$ cat src/rtl/vec_mul_seq_if.sv
// vec_mul_seq_if - handshake/data bundle for the sequential vector multiplier.
//
// Signals:
//   in_valid/in_ready    operand handshake (producer -> multiplier)
//   vec1, vec2           packed operand vectors, element i at [(i+1)*WIDTH-1 : i*WIDTH]
//   out_valid/out_ready  result handshake (multiplier -> consumer)
//   result               packed products, product i at [2*(i+1)*WIDTH-1 : 2*i*WIDTH]
//   dot                  sum of all products (zero when the dot feature is not built)
//   busy                 multiplier is working on or holding a result
//
// Modports:
//   master  the side that supplies operands and consumes results
//   slave   the multiplier itself
interface vec_mul_seq_if #(
  parameter int N     = 8,
  parameter int WIDTH = 8
);

  localparam int DOTW = 2*WIDTH + $clog2(N);

  logic                   in_valid;
  logic                   in_ready;
  logic [N*WIDTH-1:0]     vec1;
  logic [N*WIDTH-1:0]     vec2;
  logic                   out_valid;
  logic                   out_ready;
  logic [2*WIDTH*N-1:0]   result;
  logic [DOTW-1:0]        dot;
  logic                   busy;

  modport master (
    output in_valid, vec1, vec2, out_ready,
    input  in_ready, out_valid, result, dot, busy
  );

  modport slave (
    input  in_valid, vec1, vec2, out_ready,
    output in_ready, out_valid, result, dot, busy
  );

endinterface

$ cat src/rtl/vec_mul_seq.sv
// vec_mul_seq - sequential, lane-parallel element-wise vector multiplier.
//
// Accepts two N-element vectors of WIDTH-bit elements, multiplies them
// element by element using LANES multipliers over N/LANES cycles, and holds
// the full-precision product vector (and optionally the dot product) on a
// valid/ready output until the consumer takes it.
//
// Ports:
//   clk   sole clock, rising edge
//   rst   synchronous active-high reset
//   bus   vec_mul_seq_if.slave: operand handshake, result handshake, busy
//
// Parameters:
//   N      elements per vector
//   WIDTH  bits per operand element
//   LANES  multipliers instantiated (must divide N)
//   SIGNED 0 = unsigned, 1 = two's-complement operands and products
//
// Optional feature macro:
//   VEC_MUL_SEQ_DOT_EN  build the dot-product accumulator; otherwise dot is 0.
module vec_mul_seq #(
  parameter int N      = 8,
  parameter int WIDTH  = 8,
  parameter int LANES  = 2,
  parameter int SIGNED = 0
) (
  input  logic          clk,
  input  logic          rst,
  vec_mul_seq_if.slave  bus
);

  localparam int PW    = 2*WIDTH;
  localparam int DOTW  = 2*WIDTH + $clog2(N);
  localparam int STEPS = N / LANES;
  localparam int SW    = (STEPS > 1) ? $clog2(STEPS) : 1;

  if (N % LANES != 0) begin : g_lanes_check
    $error("vec_mul_seq: N must be a multiple of LANES");
  end

  typedef enum logic [1:0] {IDLE, RUN, DONE} state_t;

  state_t             state;
  state_t             state_next;
  logic [N*WIDTH-1:0] op1_q;
  logic [N*WIDTH-1:0] op2_q;
  logic [SW-1:0]      step_q;
  logic [N*PW-1:0]    result_q;
  logic [PW-1:0]      prod [LANES];
  logic               last_step;

  // Widen an operand to product width so the multiply is done at full
  // 2*WIDTH precision; the low 2*WIDTH bits of the product are then exact
  // for both unsigned and two's-complement interpretation.
  function automatic logic [PW-1:0] ext_op(input logic [WIDTH-1:0] x);
    if (SIGNED != 0) return {{WIDTH{x[WIDTH-1]}}, x};
    else             return {{WIDTH{1'b0}}, x};
  endfunction

  // The operand registers are shifted down by one lane group per RUN cycle,
  // so the lanes always read the lowest LANES elements.
  for (genvar l = 0; l < LANES; l++) begin : g_lane
    assign prod[l] = ext_op(op1_q[l*WIDTH +: WIDTH]) * ext_op(op2_q[l*WIDTH +: WIDTH]);
  end

  assign last_step = (step_q == SW'(STEPS-1));

  // State register
  always_ff @(posedge clk) begin
    if (rst) state <= IDLE;
    else     state <= state_next;
  end

  // Next-state logic
  always_comb begin
    state_next = state;
    unique case (state)
      IDLE:    if (bus.in_valid) state_next = RUN;
      RUN:     if (last_step)    state_next = DONE;
      DONE:    if (bus.out_ready) state_next = IDLE;
      default: state_next = IDLE;
    endcase
  end

  // Outputs decoded from the state register only
  always_comb begin
    bus.in_ready  = (state == IDLE);
    bus.out_valid = (state == DONE);
    bus.busy      = (state != IDLE);
  end

  // Operand capture, step counter and product write-back. Each RUN step
  // writes only the slots of its own lane group, so slots not yet reached
  // still read zero.
  always_ff @(posedge clk) begin
    if (rst) begin
      op1_q    <= '0;
      op2_q    <= '0;
      step_q   <= '0;
      result_q <= '0;
    end else begin
      unique case (state)
        IDLE: begin
          if (bus.in_valid) begin
            op1_q    <= bus.vec1;
            op2_q    <= bus.vec2;
            step_q   <= '0;
            result_q <= '0;
          end
        end
        RUN: begin
          for (int e = 0; e < N; e++) begin
            if (step_q == SW'(e / LANES)) result_q[e*PW +: PW] <= prod[e % LANES];
          end
          op1_q  <= op1_q >> (LANES*WIDTH);
          op2_q  <= op2_q >> (LANES*WIDTH);
          step_q <= step_q + SW'(1);
        end
        default: ;
      endcase
    end
  end

  assign bus.result = result_q;

`ifdef VEC_MUL_SEQ_DOT_EN
  logic [DOTW-1:0] acc_q;
  logic [DOTW-1:0] lane_sum;

  // Extend a product to accumulator width, keeping its sign when signed.
  function automatic logic [DOTW-1:0] ext_prod(input logic [PW-1:0] p);
    if (SIGNED != 0) return {{(DOTW-PW){p[PW-1]}}, p};
    else             return {{(DOTW-PW){1'b0}}, p};
  endfunction

  // Sum of this step's lane products
  always_comb begin
    lane_sum = '0;
    for (int l = 0; l < LANES; l++) lane_sum = lane_sum + ext_prod(prod[l]);
  end

  // Dot-product accumulator, cleared on accept
  always_ff @(posedge clk) begin
    if (rst) begin
      acc_q <= '0;
    end else if (state == IDLE && bus.in_valid) begin
      acc_q <= '0;
    end else if (state == RUN) begin
      acc_q <= acc_q + lane_sum;
    end
  end

  assign bus.dot = acc_q;
`else
  assign bus.dot = '0;
`endif

endmodule

$ cat src/flat_wrapper.sv
// flat-port wrapper written by rule: the top's interface ports become plain ports
module vec_mul_seq_flat 
#(
  parameter int N      = 8,
  parameter int WIDTH  = 8,
  parameter int LANES  = 2,
  parameter int SIGNED = 0
)
  (clk, rst, bus_in_valid, bus_vec1, bus_vec2, bus_out_ready, bus_in_ready, bus_out_valid, bus_result, bus_dot, bus_busy);
  vec_mul_seq_if #(.N(N), .WIDTH(WIDTH)) bus_i ();
  input  logic clk;
  input  logic rst;
  input wire logic [$bits(bus_i.in_valid)-1:0] bus_in_valid;
  input wire logic [$bits(bus_i.vec1)-1:0] bus_vec1;
  input wire logic [$bits(bus_i.vec2)-1:0] bus_vec2;
  input wire logic [$bits(bus_i.out_ready)-1:0] bus_out_ready;
  output wire logic [$bits(bus_i.in_ready)-1:0] bus_in_ready;
  output wire logic [$bits(bus_i.out_valid)-1:0] bus_out_valid;
  output wire logic [$bits(bus_i.result)-1:0] bus_result;
  output wire logic [$bits(bus_i.dot)-1:0] bus_dot;
  output wire logic [$bits(bus_i.busy)-1:0] bus_busy;
  assign bus_i.in_valid = bus_in_valid;
  assign bus_i.vec1 = bus_vec1;
  assign bus_i.vec2 = bus_vec2;
  assign bus_i.out_ready = bus_out_ready;
  assign bus_in_ready = bus_i.in_ready;
  assign bus_out_valid = bus_i.out_valid;
  assign bus_result = bus_i.result;
  assign bus_dot = bus_i.dot;
  assign bus_busy = bus_i.busy;
  vec_mul_seq #(.N(N), .WIDTH(WIDTH), .LANES(LANES), .SIGNED(SIGNED)) u_core (.clk(clk), .rst(rst), .bus(bus_i));
endmodule
$ cat config.mk
export PLATFORM = sky130hd
export DESIGN_NAME = vec_mul_seq_flat
export DESIGN_NICKNAME = d
export VERILOG_FILES = /design/src/rtl/vec_mul_seq_if.sv /design/src/rtl/vec_mul_seq.sv /design/src/flat_wrapper.sv
export SDC_FILE = /design/constraint.sdc
export NUM_CORES = 1
export LEC_CHECK = 0
export CAP_MARGIN = 0
export CORE_UTILIZATION = 53
export CTS_CLUSTER_SIZE = 24
export DETAILED_ROUTE_END_ITERATION = 12
export PLACE_DENSITY = 0.82
export SYNTH_ARGS = -nofsm -noshare
export SYNTH_HDL_FRONTEND = slang
export SYNTH_SLANG_ARGS = --single-unit
$ cat constraint.sdc
create_clock -name clk -period 5.6 [get_ports clk]
set_clock_uncertainty 0.2 [all_clocks]
set_input_delay 1.12 -clock clk [delete_from_list [all_inputs] [get_ports clk]]
set_output_delay 1.12 -clock clk [all_outputs]
set_load 0.05 [all_outputs]
==> results of run 1 <==
cells in the mapped netlist (all sizes together), types with 3 or more instances:
master and n:
a211oi 13, a21o 13, a21oi 136, a22o 13
a22oi 9, a311oi 96, a31oi 5, and2 101
and3 6, buf 48, clkbuf 88, dfxtp 260
fa 72, ha 76, inv 103, mux2i 3
nand2 406, nand2b 8, nand3 71, nand3b 9
nand4 4, nor2 146, nor3 5, o21ai 25
o21bai 3, o311ai 5, o31a 4, o31ai 5
or3 4, xnor2 10
power groups by stage:
| stage | Sequential, mW | Clock [mW] | Combinational [mW] |
|---|---|---|---|
| 3_3_place_gp | 2.12 | 0 | 1.06 |
| 4_1_cts | 2.09 | 1.92 | 1.08 |
| 2_1_floorplan | 2.17 | 0 | 0.675 |
| 5_1_grt | 2.11 | 2.00 | 1.20 |
| 3_5_place_dp | 2.13 | 0 | 1.07 |
| 6_report | 2.09 | 1.91 | 1.09 |
metrics by stage:
step	setup WS, ns	power [mW]	utilization [%]
floorplan	1.09	2.84	-
global placement	0.883	3.18	64.7
detailed placement	0.784	3.21	64.7
CTS	0.794	5.09	68.3
global route	0.446	5.31	68.3
finish	0.787	5.09	68.4
worst max-delay path, delay by kind of cell, from the launching register on:
family | cells | cell delay (ns)
xor+xnor | 1 | 0.54
fa+ha+maj | 5 | 2.34
simple gates | 2 | 0.27
flops | 1 | 0.48
buf+inv | 3 | 0.15
compound gates | 4 | 0.76
state kept, by name, summed over array words and instances, names as in the netlist:
register and cells:
u_core.bus.result 128, u_core.op1_q 64, u_core.op2_q 64, u_core.state 2, u_core.step_q 2
layer usage:
metal  routed length, um  track usage, %  vias up
li1                    -               -     6285
met1               17000            36.5     6210
met2               19300            49.5      512
met3                2610            3.92       98
met4                1610            11.2        2
met5                  17               0        -
layout make-up:
cell class / count / share of cell area [%]
tap: 335 / 2.33
clock inverter: 11 / 0.806
timing repair buffer: 275 / 15.2
multi-input combinational: 1290 / 46.1
sequential: 260 / 28.9
antenna: 2 / 0.0278
inverter: 103 / 2.15
clock buffer: 39 / 4.50
layout by cell type, fill, tap and decap left out, types with 10 or more instances in the layout:
cell type,n
clkbuf_16,27
nor2_1,146
a21oi_1,132
buf_4,12
nand3_1,71
nand2_1,405
a311oi_1,96
xnor2_1,10
ha_1,76
fa_1,72
clkdlybuf4s50_1,261
a21o_1,12
o21ai_0,25
conb_1,19
dfxtp_1,260
and2_1,100
a211oi_1,13
a22o_1,13
inv_1,103
logic make-up (layout without fill, tap and decap cells):
family / count (synthesis) / in the layout / synth area share, %
AND/OR/NAND/NOR: 769 / 769 / 23.4
multiplexers: 3 / 3 / 0.208
adder cells (fa/ha/maj): 148 / 148 / 16.6
other: 1 / 21 / 0.0260
flip-flops: 260 / 260 / 36.1
XOR/XNOR: 12 / 12 / 0.729
buffers and inverters: 239 / 428 / 6.90
AO/OA/AOI/OAI: 339 / 339 / 16.1
worst max path at each step:
stage	startpoint	to	slack [ns]	cells after the start
after global routing	u_core.op1_q[4]	u_core.bus.result[43]	0.45	15
after global placement	u_core.op2_q[2]	u_core.bus.result[75]	0.88	15
after CTS	u_core.op1_q[5]	u_core.bus.result[75]	0.79	15
final	u_core.op2_q[3]	u_core.bus.result[43]	0.79	15
after detailed placement	u_core.op1_q[5]	u_core.bus.result[75]	0.78	15
after floorplan	u_core.op2_q[15]	u_core.bus.result[127]	1.09	15
==> metrics.txt, run 1 <==
Initial Util=a little over half; Slew Limit Fails=0; required time worst endpoint=around 5.9 ns; Lkg Pwr=approximately 7.4 nW; setup TNS=0 ns; Vias=roughly 13,000; first-pass GRT wire length=~65,000 um; area grow syn2layout=25.0%; IO Port Bufs=roughly 260; number of instances resized during post-cts repair=0; synth top area cells=dfxtp_1 36%, nand2_1 11%, fa_1 10%, ha_1 6.6%, a311oi_1 5.8%; RSZ-0062 raised after global routing=no; DR iter-0 viols=approximately 1,300; Die ar.=27,900 um2; worst r2r dst=u_core.bus.result[43]; FF-to-FF Start=u_core.op2_q[3]; Setup CP Type=reg2reg; final instance area=18,000 um2; Mapped Avg Cell Area=~8.1 um2; slowest cell delay on critical path=between 0.5 and 0.6 ns; Cell Pwr Density=approximately 280 nW/um2; CTS Buffer Depth=3; CTS tree=done; Die H=167 um; pin count of the biggest net entering global routing=138; initial antenna violation count=3; Setup Buffers After CTS=0; Reg area=5200 um2; area post-placement=~17,000 um2; htree depth=1; Die Width=around 170 um; Hold Path End=u_core.bus.result[109]; Wirelength per Cell=between 15 and 20 um; Sw Ratio=31.2%; internal reg-to-reg setup slack=around 0.79 ns; Clock Sinks=260; CP Capture Type=flip-flop; status=finished clean; Most used DFF post-synth=dfxtp_1; Final ANT Viol Nets=0; CP max stage cell=fa_1; post-cts hold buffer count=0; final wirelength=a little over 40,000 um; top-area cell type share of the netlist area=36.1%; #FFs+latches synth=between 200 and 300; Fmax=~0.21 GHz; Reg power frac=a little over 40%; global route overflow=0; Clk Latency, worst-skew pair=~0.55 ns; fraction of registers with async set or reset after synthesis=0%; period utilization=approximately 86%; clock share of power=~38%; Cells after DPL=~2,300; Post-Synthesis Cells=1,771; crit path time final=around 4.8 ns; DR DRC count=0; CP arrival=just over 5 ns; Net Switching=roughly 1.6 mW; vias in the first global route=about 13,000; number of flops mapped to enable cells by yosys=0; Hold Crit Depth=2; internal cell power=approximately 3.5 mW; Slew @ Worst Pin=around 1.2 ns; CTS root buffer=clkbuf_16; DR pass1 iterations=6; share of layout cells above drive strength 1=3.74%; Slew HR=between 10% and 20%; vias per cell=between 5 and 6; Core ar.=26,400 um2; dpl hpwl=slightly below 30,000 um; area leader, netlist=dfxtp_1; Fin Hold WS=roughly 0.25 ns; CTS buffer count=27; final setup violation count=0; synthesized cell area=approximately 14,000 um2; critical path fanouts, max=9; # fillers=roughly 2,200; cell count of the worst reg-to-reg path=15; row count=roughly 60; clk slew on worst S/H paths=roughly 0.060 ns; Ports=approximately 280; Yosys cell types=54; Max Cap Viol=0; Hold Crit Class=reg2reg; Max IR drop VDD=0.000239 V; Hold Vio Cnt, Final=0; GP Congestion=0.991; area occupied by multi-input gates=around 8300 um2; type of origin of the critical path=flip-flop; register area share after synthesis=36.1%; Final Non-Filler Cells=about 2,300; Yosys warnings=0; most used cell, CP=fa_1; combinational power share=a little over a fifth; worst-path cell chain=nand2_1 > fa_1 > fa_1 > inv_1 > fa_1 > inv_1 > fa_1 > inv_1 > ha_1 > o21ai_0 > o211ai_1 > a31oi_1 > xnor2_1 > nand3_1 > a21oi_1; GRT Total Usage=28.8%; startpoint of the worst hold path=u_core.bus.result[109]; Layout Nets=2,237
Power figures use the tool's default switching activity.
==> run 2, diff against run 1 <==
- CELL_PAD_IN_SITES_DETAIL_PLACEMENT: default -> 0
- CELL_PAD_IN_SITES_GLOBAL_PLACEMENT: default -> 1
- CORE_MARGIN: default -> 5
- CORE_UTILIZATION: 53 -> 39
- PLACE_DENSITY: 0.82 -> default
- PLACE_DENSITY_LB_ADDON: default -> 0.1
==> run 2 against run 1 <==
- register-to-register slack got worse by 0.04 ns
- first-iteration DRC count fell by 35%
- final area grew 1.0%
- largest cell class unchanged
- sequential cell count is the same
- maximum frequency is 0.88% lower
- total power is essentially flat
- sequential share of layout area shrank 0.29 points
- clock power hardly changed
==> metrics.txt, run 2 (synthesis results as in run 1) <==
area post-placement=17,300 um2 (was 17,100 um2); final wirelength=44,400 um (was 40,500 um); pin count of the biggest net entering global routing=138 (unchanged); max layer used=met4 (was met5); Cell Pwr Density=280 nW/um2 (was 283 nW/um2); Initial Util=39.5% (was 54.7%); Largest register FFs=128 (unchanged); worst r2r dst=u_core.bus.result[95] (was u_core.bus.result[43]); post-cts hold buffer count=0 (unchanged); Buf/Inv on CP=2 (was 3); final instance area=18,200 um2 (was 18,000 um2); startpoint of the worst hold path=u_core.bus.result[105] (was u_core.bus.result[109]); final setup violation count=0 (unchanged); vias per cell=5.15 (was 5.66); slowest cell delay on critical path=0.51 ns (was 0.56 ns); Die H=202 um (was 167 um); cell count of the worst reg-to-reg path=13 (was 15); status=finished clean (unchanged); CP max stage cell=fa_1 (unchanged); CTS tree=done (unchanged); most used cell, CP=fa_1 (unchanged); Hold Crit Class=reg2reg (unchanged); Hold Path End=u_core.bus.result[105] (was u_core.bus.result[109]); CP Capture Type=flip-flop (unchanged); CTS buffer count=29 (was 27); GP Congestion=0.832 (was 0.991); worst-path cell chain=and2_1 > fa_1 > fa_1 > fa_1 > inv_1 > fa_1 > inv_1 > ha_1 > and4_1 > a221o_2 > or3b_1 > a21oi_1 > o31ai_1 (was nand2_1 > fa_1 > fa_1 > inv_1 > fa_1 > inv_1 > fa_1 > inv_1 > ha_1 > o21ai_0 > o211ai_1 > a31oi_1 > xnor2_1 > nand3_1 > a21oi_1); Met1 Wirelength=20,500 um (was 17,000 um); GRT Total Usage=20.8% (was 28.8%); Lkg Pwr=7.42 nW (about the same); Die Width=202 um (was 167 um); most common cell after layout, fill and taps aside=nand2_1 (unchanged); FF-to-FF Start=u_core.op1_q[14] (was u_core.op2_q[3]); first-pass GRT wire length=69,900 um (was 65,100 um); initial antenna violation count=0 (was 3); Slew HR=28.3% (was 19.2%); Final Non-Filler Cells=2,454 (was 2,315); global route overflow=0 (unchanged); total power=5.09 mW (about the same); CP arrival=5.08 ns (about the same); Hold Vio Cnt, Final=0 (unchanged); Max Cap Viol=0 (unchanged); Setup CP Type=reg2reg (unchanged); Fmax=0.206 GHz (was 0.208 GHz); CTS root buffer=clkbuf_16 (unchanged); area grow syn2layout=26.3% (was 25.0%); Hold Crit Depth=2 (unchanged); Setup Buffers After CTS=0 (unchanged); dpl hpwl=32,400 um (was 29,100 um); crit path time final=4.86 ns (was 4.81 ns); clk slew on worst S/H paths=0.06 ns (about the same); antenna diode count=0 (was 2); Final ANT Viol Nets=0 (unchanged); Clk Latency, worst-skew pair=0.56 ns (was 0.55 ns); WL met2=20,500 um (was 19,300 um); Layout Nets=2,243 (was 2,237); setup TNS=0 ns (unchanged); Slew @ Worst Pin=1.08 ns (was 1.21 ns); DR iter-0 viols=823 (was 1,275); Wirelength per Cell=18.1 um (was 17.5 um); htree depth=1 (unchanged); Cells after DPL=2,400 (was 2,263); Slew Limit Fails=0 (unchanged); vias in the first global route=12,600 (was 12,500); critical path fanouts, max=10 (was 9); period utilization=86.7% (was 85.9%); DR DRC count=0 (unchanged); type of origin of the critical path=flip-flop (unchanged); DR pass1 iterations=5 (was 6); CTS Buffer Depth=3 (unchanged); required time worst endpoint=5.82 ns (was 5.87 ns); most frequent cells in the layout=405 x nand2_1, 261 x clkdlybuf4s50_1, 260 x dfxtp_1 (unchanged); Clock Sinks=260 (unchanged); delay-heaviest family, CP=adder cells (unchanged); Ports=282 (unchanged); share of layout cells above drive strength 1=3.78% (was 3.74%); Max IR drop VDD=0.000220 V (was 0.000239 V); Core ar.=36,500 um2 (was 26,400 um2); internal reg-to-reg setup slack=0.74 ns (was 0.79 ns); number of instances resized during post-cts repair=0 (unchanged); routed wl met3=2570 um (was 2610 um); row count=70 (was 59); RSZ-0062 raised after global routing=no (unchanged); IO Port Bufs=262 (unchanged); Die ar.=40,900 um2 (was 27,900 um2); Vias=12,600 (was 13,100)
==> run 2: cell types whose count changed in the layout (fill, tap and decap cells not counted), sizes merged <==
cell / delta
clkbuf: +9
buf: +3
bufinv: -2
clkinv: -2
diode: -2
clkinvlp: +1
inv: -1
==> run 2: per-layer routing <==
layer / track usage, % / vias to the layer above
li1: - / 6311
met1: 28.9 / 5939
met2: 33.9 / 341
met3: 4.08 / 50
met4: 3.88 / 0
met5: 0 / -
==> run 2: worst reg2reg max path, delay by kind of cell (launching register included) <==
family	cells	cell delay (ns)
and+or+nand+nor	3	0.79
buffers and inverters	2	0.09
AOI/OAI and AO/OA	3	0.82
DFF	1	0.48
adders and majority gates	5	2.32
==> run 2: how the worst max path moves through the flow <==
stage | startpoint | end | cells after the start | slack (ns)
global placement | u_core.op1_q[8] | u_core.bus.result[127] | 15 | 0.86
finish | u_core.op1_q[14] | u_core.bus.result[95] | 13 | 0.74
CTS | u_core.op1_q[14] | u_core.bus.result[127] | 13 | 0.72
global route | u_core.op1_q[14] | u_core.bus.result[95] | 13 | 0.50
detailed placement | u_core.op1_q[14] | u_core.bus.result[95] | 13 | 0.76
floorplan | u_core.op2_q[15] | u_core.bus.result[127] | 15 | 1.09
==> run 2: final cells by class <==
type | count | area, um2
well taps | 468 | 586
fillers | 3532 | 18300
repair buffers | 279 | 2770
flip-flops and latches | 260 | 5200
multi-input cells | 1290 | 8310
clock inverters | 7 | 70.1
clock buffers | 47 | 873
inverters | 103 | 387
==> run 2: through the flow <==
| step | utilization [%] | hold slack (ns) | setup WS, ns |
|---|---|---|---|
| after floorplan | - | 0.248 | 1.09 |
| after detailed placement | 47.2 | 0.247 | 0.758 |
| after CTS | 49.8 | 0.255 | 0.725 |
| final | 49.8 | 0.254 | 0.745 |
| after global routing | 49.8 | 0.272 | 0.499 |
| after global placement | 47.2 | 0.243 | 0.858 |
==> run 2: where the power goes <==
part / internal (mW) / switching [mW] / total (mW)
Sequential: 1.97 / 0.125 / 2.10
Combinational: 0.391 / 0.709 / 1.10
Clock: 1.11 / 0.783 / 1.89
